<file path="src/rtl/output_write_arbiter_pkg.sv">
// Shared definitions for the output-device write path.
// Holds the default bus widths, the number of output devices present in the
// bank and the one-entry slot state encoding. The output device bank imports
// the same package so both sides agree on the address map.
package output_write_arbiter_pkg;

  localparam int ADDR_WIDTH_DEF     = 8;
  localparam int DATA_WIDTH_DEF     = 32;
  localparam int NUM_OUTPUT_DEVICES = 2;

  typedef enum logic {
    SLOT_EMPTY = 1'b0,
    SLOT_FULL  = 1'b1
  } slot_state_e;

endpackage

</file>
<file path="src/rtl/output_write_arbiter_if.sv">
// Bundle of every handshake and device-bank signal of output_write_arbiter.
//   r0_*  : CPU store path requester (valid/ready/address/value, done pulse)
//   r1_*  : I/O-DMA sequencer requester (same shape as r0_*)
//   address/value/is_write : registered write towards the device bank
//   err_bad_address/err_clear : sticky dropped-write flag and its clear
//   busy  : any slot full or a write on the bus
// Modport slave is the arbiter side, master is the requester/bank side.
interface output_write_arbiter_if
  import output_write_arbiter_pkg::*;
#(
  parameter int ADDR_WIDTH = ADDR_WIDTH_DEF,
  parameter int DATA_WIDTH = DATA_WIDTH_DEF
) ();

  logic                  r0_valid;
  logic                  r0_ready;
  logic [ADDR_WIDTH-1:0] r0_address;
  logic [DATA_WIDTH-1:0] r0_value;
  logic                  r0_done;

  logic                  r1_valid;
  logic                  r1_ready;
  logic [ADDR_WIDTH-1:0] r1_address;
  logic [DATA_WIDTH-1:0] r1_value;
  logic                  r1_done;

  logic [ADDR_WIDTH-1:0] address;
  logic [DATA_WIDTH-1:0] value;
  logic                  is_write;
  logic                  err_bad_address;
  logic                  err_clear;
  logic                  busy;

  modport slave (
    input  r0_valid, r0_address, r0_value,
    input  r1_valid, r1_address, r1_value,
    input  err_clear,
    output r0_ready, r0_done, r1_ready, r1_done,
    output address, value, is_write, err_bad_address, busy
  );

  modport master (
    output r0_valid, r0_address, r0_value,
    output r1_valid, r1_address, r1_value,
    output err_clear,
    input  r0_ready, r0_done, r1_ready, r1_done,
    input  address, value, is_write, err_bad_address, busy
  );

endinterface

</file>
<file path="src/rtl/output_write_arbiter_write_slot.sv">
// One-entry write buffer for a single requester.
//   clk, reset_n       : clock and asynchronous active-low reset
//   valid_i, ready_o   : requester handshake; ready_o is high while empty
//   addr_i, value_i    : write captured on the valid && ready edge
//   grant_i            : arbiter took the entry this edge, slot empties
//   full_o, addr_o, value_o : held entry presented to the arbiter
// There is no same-edge refill: a granted slot shows ready one cycle later.
module output_write_arbiter_write_slot
  import output_write_arbiter_pkg::*;
#(
  parameter int ADDR_WIDTH = ADDR_WIDTH_DEF,
  parameter int DATA_WIDTH = DATA_WIDTH_DEF
) (
  input  logic                  clk,
  input  logic                  reset_n,
  input  logic                  valid_i,
  input  logic [ADDR_WIDTH-1:0] addr_i,
  input  logic [DATA_WIDTH-1:0] value_i,
  input  logic                  grant_i,
  output logic                  ready_o,
  output logic                  full_o,
  output logic [ADDR_WIDTH-1:0] addr_o,
  output logic [DATA_WIDTH-1:0] value_o
);

  slot_state_e           state_q, state_d;
  logic [ADDR_WIDTH-1:0] addr_q;
  logic [DATA_WIDTH-1:0] value_q;
  logic                  capture;

  assign capture = valid_i && (state_q == SLOT_EMPTY);

  always_ff @(posedge clk or negedge reset_n) begin
    if (!reset_n) begin
      state_q <= SLOT_EMPTY;
    end else begin
      state_q <= state_d;
    end
  end

  // Payload carries no reset: it is only observed while the slot is FULL.
  always_ff @(posedge clk) begin
    if (capture) begin
      addr_q  <= addr_i;
      value_q <= value_i;
    end
  end

  always_comb begin
    state_d = state_q;
    case (state_q)
      SLOT_EMPTY: if (valid_i) state_d = SLOT_FULL;
      SLOT_FULL:  if (grant_i) state_d = SLOT_EMPTY;
      default:    state_d = SLOT_EMPTY;
    endcase
  end

  assign ready_o = (state_q == SLOT_EMPTY);
  assign full_o  = (state_q == SLOT_FULL);
  assign addr_o  = addr_q;
  assign value_o = value_q;

endmodule

</file>
<file path="src/rtl/output_write_arbiter.sv">
// Shares the single write port of the output-device bank between the CPU
// store path (r0) and the I/O-DMA sequencer (r1).
//   clk, reset_n : clock and asynchronous active-low reset
//   bus          : output_write_arbiter_if.slave, carrying both requester
//                  handshakes, the registered address/value/is_write towards
//                  the device bank, err_bad_address/err_clear and busy
// Each requester owns a one-entry slot; a round-robin arbiter issues at most
// one registered write per cycle. Writes to address >= NUM_DEVICES are
// granted and acknowledged but dropped, setting the sticky error flag.
module output_write_arbiter
  import output_write_arbiter_pkg::*;
#(
  parameter int ADDR_WIDTH  = ADDR_WIDTH_DEF,
  parameter int DATA_WIDTH  = DATA_WIDTH_DEF,
  parameter int NUM_DEVICES = NUM_OUTPUT_DEVICES
) (
  input  logic                  clk,
  input  logic                  reset_n,
  output_write_arbiter_if.slave bus
);

  localparam logic [ADDR_WIDTH-1:0] NUM_DEV_A = ADDR_WIDTH'(NUM_DEVICES);

  logic                  full0, full1;
  logic [ADDR_WIDTH-1:0] s0_addr, s1_addr;
  logic [DATA_WIDTH-1:0] s0_value, s1_value;
  logic                  grant0, grant1;
  logic                  last_grant_q, last_grant_d;

  logic [ADDR_WIDTH-1:0] sel_addr;
  logic [DATA_WIDTH-1:0] sel_value;
  logic                  addr_ok;

  logic                  is_write_q, is_write_d;
  logic [ADDR_WIDTH-1:0] address_q, address_d;
  logic [DATA_WIDTH-1:0] value_q, value_d;
  logic                  done0_q, done0_d;
  logic                  done1_q, done1_d;
  logic                  err_q, err_d;

  // Stage 0: requester handshakes land in private one-entry slots.
  output_write_arbiter_write_slot #(
    .ADDR_WIDTH (ADDR_WIDTH),
    .DATA_WIDTH (DATA_WIDTH)
  ) u_slot0 (
    .clk     (clk),
    .reset_n (reset_n),
    .valid_i (bus.r0_valid),
    .addr_i  (bus.r0_address),
    .value_i (bus.r0_value),
    .grant_i (grant0),
    .ready_o (bus.r0_ready),
    .full_o  (full0),
    .addr_o  (s0_addr),
    .value_o (s0_value)
  );

  output_write_arbiter_write_slot #(
    .ADDR_WIDTH (ADDR_WIDTH),
    .DATA_WIDTH (DATA_WIDTH)
  ) u_slot1 (
    .clk     (clk),
    .reset_n (reset_n),
    .valid_i (bus.r1_valid),
    .addr_i  (bus.r1_address),
    .value_i (bus.r1_value),
    .grant_i (grant1),
    .ready_o (bus.r1_ready),
    .full_o  (full1),
    .addr_o  (s1_addr),
    .value_o (s1_value)
  );

  // Stage 1: arbitration on the current full flags. last_grant only moves on
  // a contested cycle; last_grant_q=1 means r0 wins the next tie.
  always_comb begin
    grant0       = 1'b0;
    grant1       = 1'b0;
    last_grant_d = last_grant_q;
    if (full0 && full1) begin
      if (last_grant_q) grant0 = 1'b1;
      else              grant1 = 1'b1;
      last_grant_d = ~last_grant_q;
    end else begin
      grant0 = full0;
      grant1 = full1;
    end
  end

  assign sel_addr  = grant1 ? s1_addr  : s0_addr;
  assign sel_value = grant1 ? s1_value : s0_value;
  assign addr_ok   = (sel_addr < NUM_DEV_A);

  always_comb begin
    is_write_d = 1'b0;
    address_d  = address_q;
    value_d    = value_q;
    done0_d    = grant0;
    done1_d    = grant1;
    err_d      = err_q;
    if (grant0 || grant1) begin
      address_d  = sel_addr;
      value_d    = sel_value;
      is_write_d = addr_ok;
    end
    if (bus.err_clear) err_d = 1'b0;
    // A new drop on the same edge as a clear keeps the flag set.
    if ((grant0 || grant1) && !addr_ok) err_d = 1'b1;
  end

  // Stage 2: issue registers seen by the device bank on the next edge.
  always_ff @(posedge clk or negedge reset_n) begin
    if (!reset_n) begin
      last_grant_q <= 1'b1;
      is_write_q   <= 1'b0;
      address_q    <= '0;
      value_q      <= '0;
      done0_q      <= 1'b0;
      done1_q      <= 1'b0;
      err_q        <= 1'b0;
    end else begin
      last_grant_q <= last_grant_d;
      is_write_q   <= is_write_d;
      address_q    <= address_d;
      value_q      <= value_d;
      done0_q      <= done0_d;
      done1_q      <= done1_d;
      err_q        <= err_d;
    end
  end

  assign bus.is_write        = is_write_q;
  assign bus.address         = address_q;
  assign bus.value           = value_q;
  assign bus.r0_done         = done0_q;
  assign bus.r1_done         = done1_q;
  assign bus.err_bad_address = err_q;
  assign bus.busy            = full0 || full1 || is_write_q;

endmodule

</file>
<file path="src/flat_wrapper.sv">
// flat-port wrapper written by rule: the top's interface ports become plain ports
module output_write_arbiter_flat import output_write_arbiter_pkg::*;
#(
  parameter int ADDR_WIDTH  = ADDR_WIDTH_DEF,
  parameter int DATA_WIDTH  = DATA_WIDTH_DEF,
  parameter int NUM_DEVICES = NUM_OUTPUT_DEVICES
)
  (clk, reset_n, bus_r0_valid, bus_r0_address, bus_r0_value, bus_r1_valid, bus_r1_address, bus_r1_value, bus_err_clear, bus_r0_ready, bus_r0_done, bus_r1_ready, bus_r1_done, bus_address, bus_value, bus_is_write, bus_err_bad_address, bus_busy);
  output_write_arbiter_if #(.ADDR_WIDTH(ADDR_WIDTH), .DATA_WIDTH(DATA_WIDTH)) bus_i ();
  input  logic clk;
  input  logic reset_n;
  input wire logic [$bits(bus_i.r0_valid)-1:0] bus_r0_valid;
  input wire logic [$bits(bus_i.r0_address)-1:0] bus_r0_address;
  input wire logic [$bits(bus_i.r0_value)-1:0] bus_r0_value;
  input wire logic [$bits(bus_i.r1_valid)-1:0] bus_r1_valid;
  input wire logic [$bits(bus_i.r1_address)-1:0] bus_r1_address;
  input wire logic [$bits(bus_i.r1_value)-1:0] bus_r1_value;
  input wire logic [$bits(bus_i.err_clear)-1:0] bus_err_clear;
  output wire logic [$bits(bus_i.r0_ready)-1:0] bus_r0_ready;
  output wire logic [$bits(bus_i.r0_done)-1:0] bus_r0_done;
  output wire logic [$bits(bus_i.r1_ready)-1:0] bus_r1_ready;
  output wire logic [$bits(bus_i.r1_done)-1:0] bus_r1_done;
  output wire logic [$bits(bus_i.address)-1:0] bus_address;
  output wire logic [$bits(bus_i.value)-1:0] bus_value;
  output wire logic [$bits(bus_i.is_write)-1:0] bus_is_write;
  output wire logic [$bits(bus_i.err_bad_address)-1:0] bus_err_bad_address;
  output wire logic [$bits(bus_i.busy)-1:0] bus_busy;
  assign bus_i.r0_valid = bus_r0_valid;
  assign bus_i.r0_address = bus_r0_address;
  assign bus_i.r0_value = bus_r0_value;
  assign bus_i.r1_valid = bus_r1_valid;
  assign bus_i.r1_address = bus_r1_address;
  assign bus_i.r1_value = bus_r1_value;
  assign bus_i.err_clear = bus_err_clear;
  assign bus_r0_ready = bus_i.r0_ready;
  assign bus_r0_done = bus_i.r0_done;
  assign bus_r1_ready = bus_i.r1_ready;
  assign bus_r1_done = bus_i.r1_done;
  assign bus_address = bus_i.address;
  assign bus_value = bus_i.value;
  assign bus_is_write = bus_i.is_write;
  assign bus_err_bad_address = bus_i.err_bad_address;
  assign bus_busy = bus_i.busy;
  output_write_arbiter #(.ADDR_WIDTH(ADDR_WIDTH), .DATA_WIDTH(DATA_WIDTH), .NUM_DEVICES(NUM_DEVICES)) u_core (.clk(clk), .reset_n(reset_n), .bus(bus_i));
endmodule
</file>
<file path="config.mk">
export PLATFORM = sky130hd
export DESIGN_NAME = output_write_arbiter_flat
export DESIGN_NICKNAME = d
export VERILOG_FILES = /design/src/rtl/output_write_arbiter_pkg.sv /design/src/rtl/output_write_arbiter_if.sv /design/src/rtl/output_write_arbiter_write_slot.sv /design/src/rtl/output_write_arbiter.sv /design/src/flat_wrapper.sv
export SDC_FILE = /design/constraint.sdc
export NUM_CORES = 1
export LEC_CHECK = 0
export CAP_MARGIN = 20
export CELL_PAD_IN_SITES_DETAIL_PLACEMENT = 1
export CELL_PAD_IN_SITES_GLOBAL_PLACEMENT = 1
export CORE_ASPECT_RATIO = 1.5
export CORE_MARGIN = 8
export CORE_UTILIZATION = 41
export DETAILED_ROUTE_END_ITERATION = 6
export PLACE_DENSITY = 0.9
export SYNTH_ARGS = -nofsm -noshare
export SYNTH_HDL_FRONTEND = slang
export SYNTH_SLANG_ARGS = --single-unit
</file>
<file path="constraint.sdc">
create_clock -name clk -period 6.4 [get_ports clk]
set_clock_uncertainty 0.1 [all_clocks]
set_input_delay 0.96 -clock clk [delete_from_list [all_inputs] [get_ports clk]]
set_output_delay 0.96 -clock clk [all_outputs]
set_load 0.005 [all_outputs]
</file>
==> out/summary.md <==
For the wire length of the first global-routing pass, the log shows 20.1 mm. The logic depth of the worst register-to-register path is 4. In this run the number of H-tree levels came out at 4. After detailed placement, the design holds a cell count of 593.

The tools report the data arrival time of the critical path as 1800 ps. STA classifies the critical path endpoint as an output pin. Clock tree synthesis selected as its root buffer the cell sky130_fd_sc_hd__clkbuf_16. The count of instances resized after the clock tree is built is 0, and the mean instance size in the synthesized netlist is 14.4 um2. Origin of the worst setup path: u_core.u_slot0.full_o. Static timing analysis puts the maximum clock frequency at 349 MHz. By area the synthesized netlist is led by sky130_fd_sc_hd__edfxtp_1 51%, sky130_fd_sc_hd__dfrtp_1 24%, sky130_fd_sc_hd__nor3_2 6.1%. Most common cell after layout, fill and taps aside: sky130_fd_sc_hd__clkdlybuf4s50_1. For the setup TNS, the log shows 0 ps.

In the layout the commonest cells are 130 x sky130_fd_sc_hd__clkdlybuf4s50_1, 80 x sky130_fd_sc_hd__edfxtp_1, 72 x sky130_fd_sc_hd__nor2_1. The run gives 3655 as the via count of the first global-routing pass. The kind of critical path was flop to output pin.

After floorplanning, the core was divided into 48 placement rows. The logs give 0 for the final setup violation count and 102 for the violation count after the first detailed-routing iteration. The max-slew violation total from the final report is 0. The floorplan core area was 11400 um2; the pin count of the biggest net entering global routing was 48. Along the worst path, the maximum fanout reaches 10. The routed via count was 3069.

In this run the biggest area consumer among cell types represents 50.7% of the synthesized area. At the pin with the least slew margin, the transition time is 955 ps. In this run the remaining antenna-violating nets after routing total 0. The slowest stage of the critical path belongs to the cell sky130_fd_sc_hd__dfrtp_1.

Summed over all layers, the routed wires come to 12.7 mm. Subtracting the final worst setup slack from the clock period gives 2860 ps. Reg-to-reg critical path endpoint: u_core.bus.value[15]. The initial antenna violation count came out at 0.

TritonCTS built the clock tree. Setup repair after global routing left no endpoint under its margin. When the netlist entered floorplanning its net count stood at 414.

The critical path required time is 5340 ps, and the total DRC errors in the routed layout is 0. The count of yosys warnings during synthesis came out at 0. After clock tree synthesis, the clock-pin slew on the worst setup and hold paths is 60 ps. Of the total synthesized cell area, the portion taken by AND, OR, NAND and NOR gates is 18.2%. STA classifies the critical path startpoint as a flop. Dividing the final minimum period by the clock period gives 44.8%. The tools report the number of antenna diodes as 0. Walking the worst path, the cells encountered are or3_1, clkdlybuf4s50_1.

The post-route netlist has 14.5% of its cells at a drive strength greater than 1. In this run the register-to-register setup slack is 4320 ps. In this run the vertical extent of the chip is 148 um. The logs give 30 for the number of unique standard cell types used by synthesis and 0.000274 V for the worst ir drop on vdd. The die area is 15300 um2. After Yosys synthesis, XOR and XNOR cells account for 0.185% of the synthesized area. In this run the worst hold path is classified as flop to flop. The detailed-route wire length per cell came out at 20.3 um. Buffers added to address setup during post-CTS repair amount to 0. After the flow finishes, the layout carries non-filler instances totaling 626. The worst stage delay on the critical path works out to 540 ps. The analysis attributes to cell leakage a power of 2.50 nW. The number of endpoints with negative hold slack in the final report came out at 0. The dominant delay contributor by cell family on the critical path was flip-flops. The mapped netlist covers 4740 um2.

Pin placement for this block handled 132 I/O pins. The clock latency on the worst-skew pair is 400 ps. The die is 104 um wide.

The synthesized flop and latch total came out at 127. Cell type with the highest aggregate area in the netlist: sky130_fd_sc_hd__edfxtp_1. The hold buffer count at cts was 0; the maximum clock path buffer count was 2. The post-layout net count was 548.

The placer's final routability congestion estimate is 0.752. The share of cell area taken by muxes after synthesis was 0.211%; the number of filler instances in the final layout was 1102. TritonCTS created 17 clock buffers. The adder-cell share of the synthesized area was 0%. Detailed placement ended at an HPWL of 8.62 mm. The run finished with clean final reports.

The critical path crosses 2 cells after its start point. Port buffering added 131 buffers. Compared with the post-synthesis result, the final layout area differs by 42.4%. The initial utilization of the core area, before any placement, comes to 41.5%. In this run the critical register-to-register path is launched from u_core.u_slot0.full_o. The run gives 0 as the total grt overflow. Buffering stage count on the worst path with inverters included: 1. Sequential cells were found to cover 75.6% of the synthesized design area. Global routing consumed, over all layers together, 17.0% of the routing resources.

The via count normalized by instance count was 4.90. The cell count after synthesis came out at 329. By area, the combinational part of the netlist is dominated by simple AND/OR/NAND/NOR gates. In this run the worst setup path terminates at bus_busy. The finished cells cover 6750 um2.

Summing all placed instances gives a cell area of 6140 um2. For the max-cap check violation count, the log shows 0. Measured against its own limit, the worst slew margin works out to 36.4%. Before antenna repair, the detailed router went through 4 iterations. The power density of the placed cells came out at 439 nW/um2. The total clock sinks is 127. The compound-gate portion of the synthesized area came out at 2.19%.
worst min path at each step:
stage	from	end	cells past startpoint
floorplan	u_core.u_slot1.value_o[31]	u_core.bus.value[31]	1
global placement	u_core.u_slot1.value_o[31]	u_core.bus.value[31]	1
detailed placement	u_core.u_slot1.value_o[31]	u_core.bus.value[31]	1
CTS	u_core.u_slot1.value_o[31]	u_core.bus.value[31]	1
global route	u_core.u_slot1.value_o[31]	u_core.bus.value[31]	1
finish	u_core.u_slot1.value_o[31]	u_core.bus.value[31]	1
cells in the mapped netlist:
cell	instances
sky130_fd_sc_hd__xnor2_1	1
sky130_fd_sc_hd__a21bo_4	1
sky130_fd_sc_hd__nor2_1	73
sky130_fd_sc_hd__a21o_1	1
sky130_fd_sc_hd__nor2b_1	2
sky130_fd_sc_hd__buf_6	6
sky130_fd_sc_hd__inv_1	3
sky130_fd_sc_hd__nand3_1	2
sky130_fd_sc_hd__nand3_2	1
sky130_fd_sc_hd__nor3_1	37
sky130_fd_sc_hd__a31oi_1	7
sky130_fd_sc_hd__dfstp_2	1
sky130_fd_sc_hd__clkbuf_1	1
sky130_fd_sc_hd__edfxtp_1	80
sky130_fd_sc_hd__inv_8	1
sky130_fd_sc_hd__o21bai_1	1
sky130_fd_sc_hd__mux2i_1	1
sky130_fd_sc_hd__buf_8	1
sky130_fd_sc_hd__dfrtp_1	46
sky130_fd_sc_hd__a21oi_1	1
sky130_fd_sc_hd__or3_1	1
sky130_fd_sc_hd__nor4_1	2
sky130_fd_sc_hd__or2_1	1
sky130_fd_sc_hd__a32o_1	1
sky130_fd_sc_hd__nand2_1	15
sky130_fd_sc_hd__buf_2	8
sky130_fd_sc_hd__o21ai_0	1
sky130_fd_sc_hd__nor3_2	29
sky130_fd_sc_hd__a31o_2	1
sky130_fd_sc_hd__buf_4	3
worst register-to-register path, stage by stage (launching register included):
cell and delay, ps:
sky130_fd_sc_hd__dfrtp_1 620, sky130_fd_sc_hd__a21bo_4 560, sky130_fd_sc_hd__inv_8 260, sky130_fd_sc_hd__nor3_1 340
sky130_fd_sc_hd__nor3_2 80
cells by family (layout without fill, tap and decap cells):
group           count (synthesis)  after routing
buf+inv                        23            170
mux                             1              1
compound gates                 14             14
simple gates                  163            163
flops                         127            127
xor+xnor                        1              1
where the power goes:
group	total, mW	switching, mW	internal, mW
clock	0.941	0.335	0.605
sequential	1.21	0.121	1.09
combinational	0.810	0.383	0.427
total	2.96	0.839	2.12
metrics by stage:
step | hold WS (ps) | utilization (%) | power, mW | setup slack, ps
floorplan | 326 | - | 1.59 | 3080
global placement | 336 | 53.6 | 1.98 | 3490
detailed placement | 352 | 53.8 | 2.05 | 3390
CTS | 364 | 58.9 | 3.00 | 3510
global route | 369 | 59.1 | 3.12 | 3470
finish | 360 | 59.1 | 2.96 | 3540
final cells by class:
class / count / area (um2) / area share, %
clock inverter: 13 / 146 / 2.17
timing repair buffer: 134 / 1370 / 20.3
tap: 150 / 188 / 2.78
clock buffer: 19 / 433 / 6.42
inverter: 4 / 22.5 / 0.334
sequential: 127 / 3580 / 53.1
multi-input combinational: 179 / 1010 / 14.9
per-layer routing:
metal,share of wire [%],routed length [um],vias to the layer above,global-route usage [%]
li1,-,-,1434,-
met1,36,4600,1520,16.9
met2,58,7350,98,32.4
met3,4.2,536,17,4.92
met4,1.9,245,0,6.33
met5,0,0,-,0
flip-flops by register name, summed over array words and instances (netlist names):
name / count
u_core.bus.is_write: 1
u_core.u_slot0.full_o: 1
u_core.u_slot0.value_o: 32
u_core.bus.value: 32
u_core.u_slot1.full_o: 1
u_core.last_grant_q: 1
u_core.u_slot1.addr_o: 8
u_core.u_slot1.value_o: 32
u_core.u_slot0.addr_o: 8
u_core.bus.r0_done: 1
u_core.bus.address: 8
u_core.bus.err_bad_address: 1
u_core.bus.r1_done: 1
Note: power is estimated with default switching activity, not from simulation.
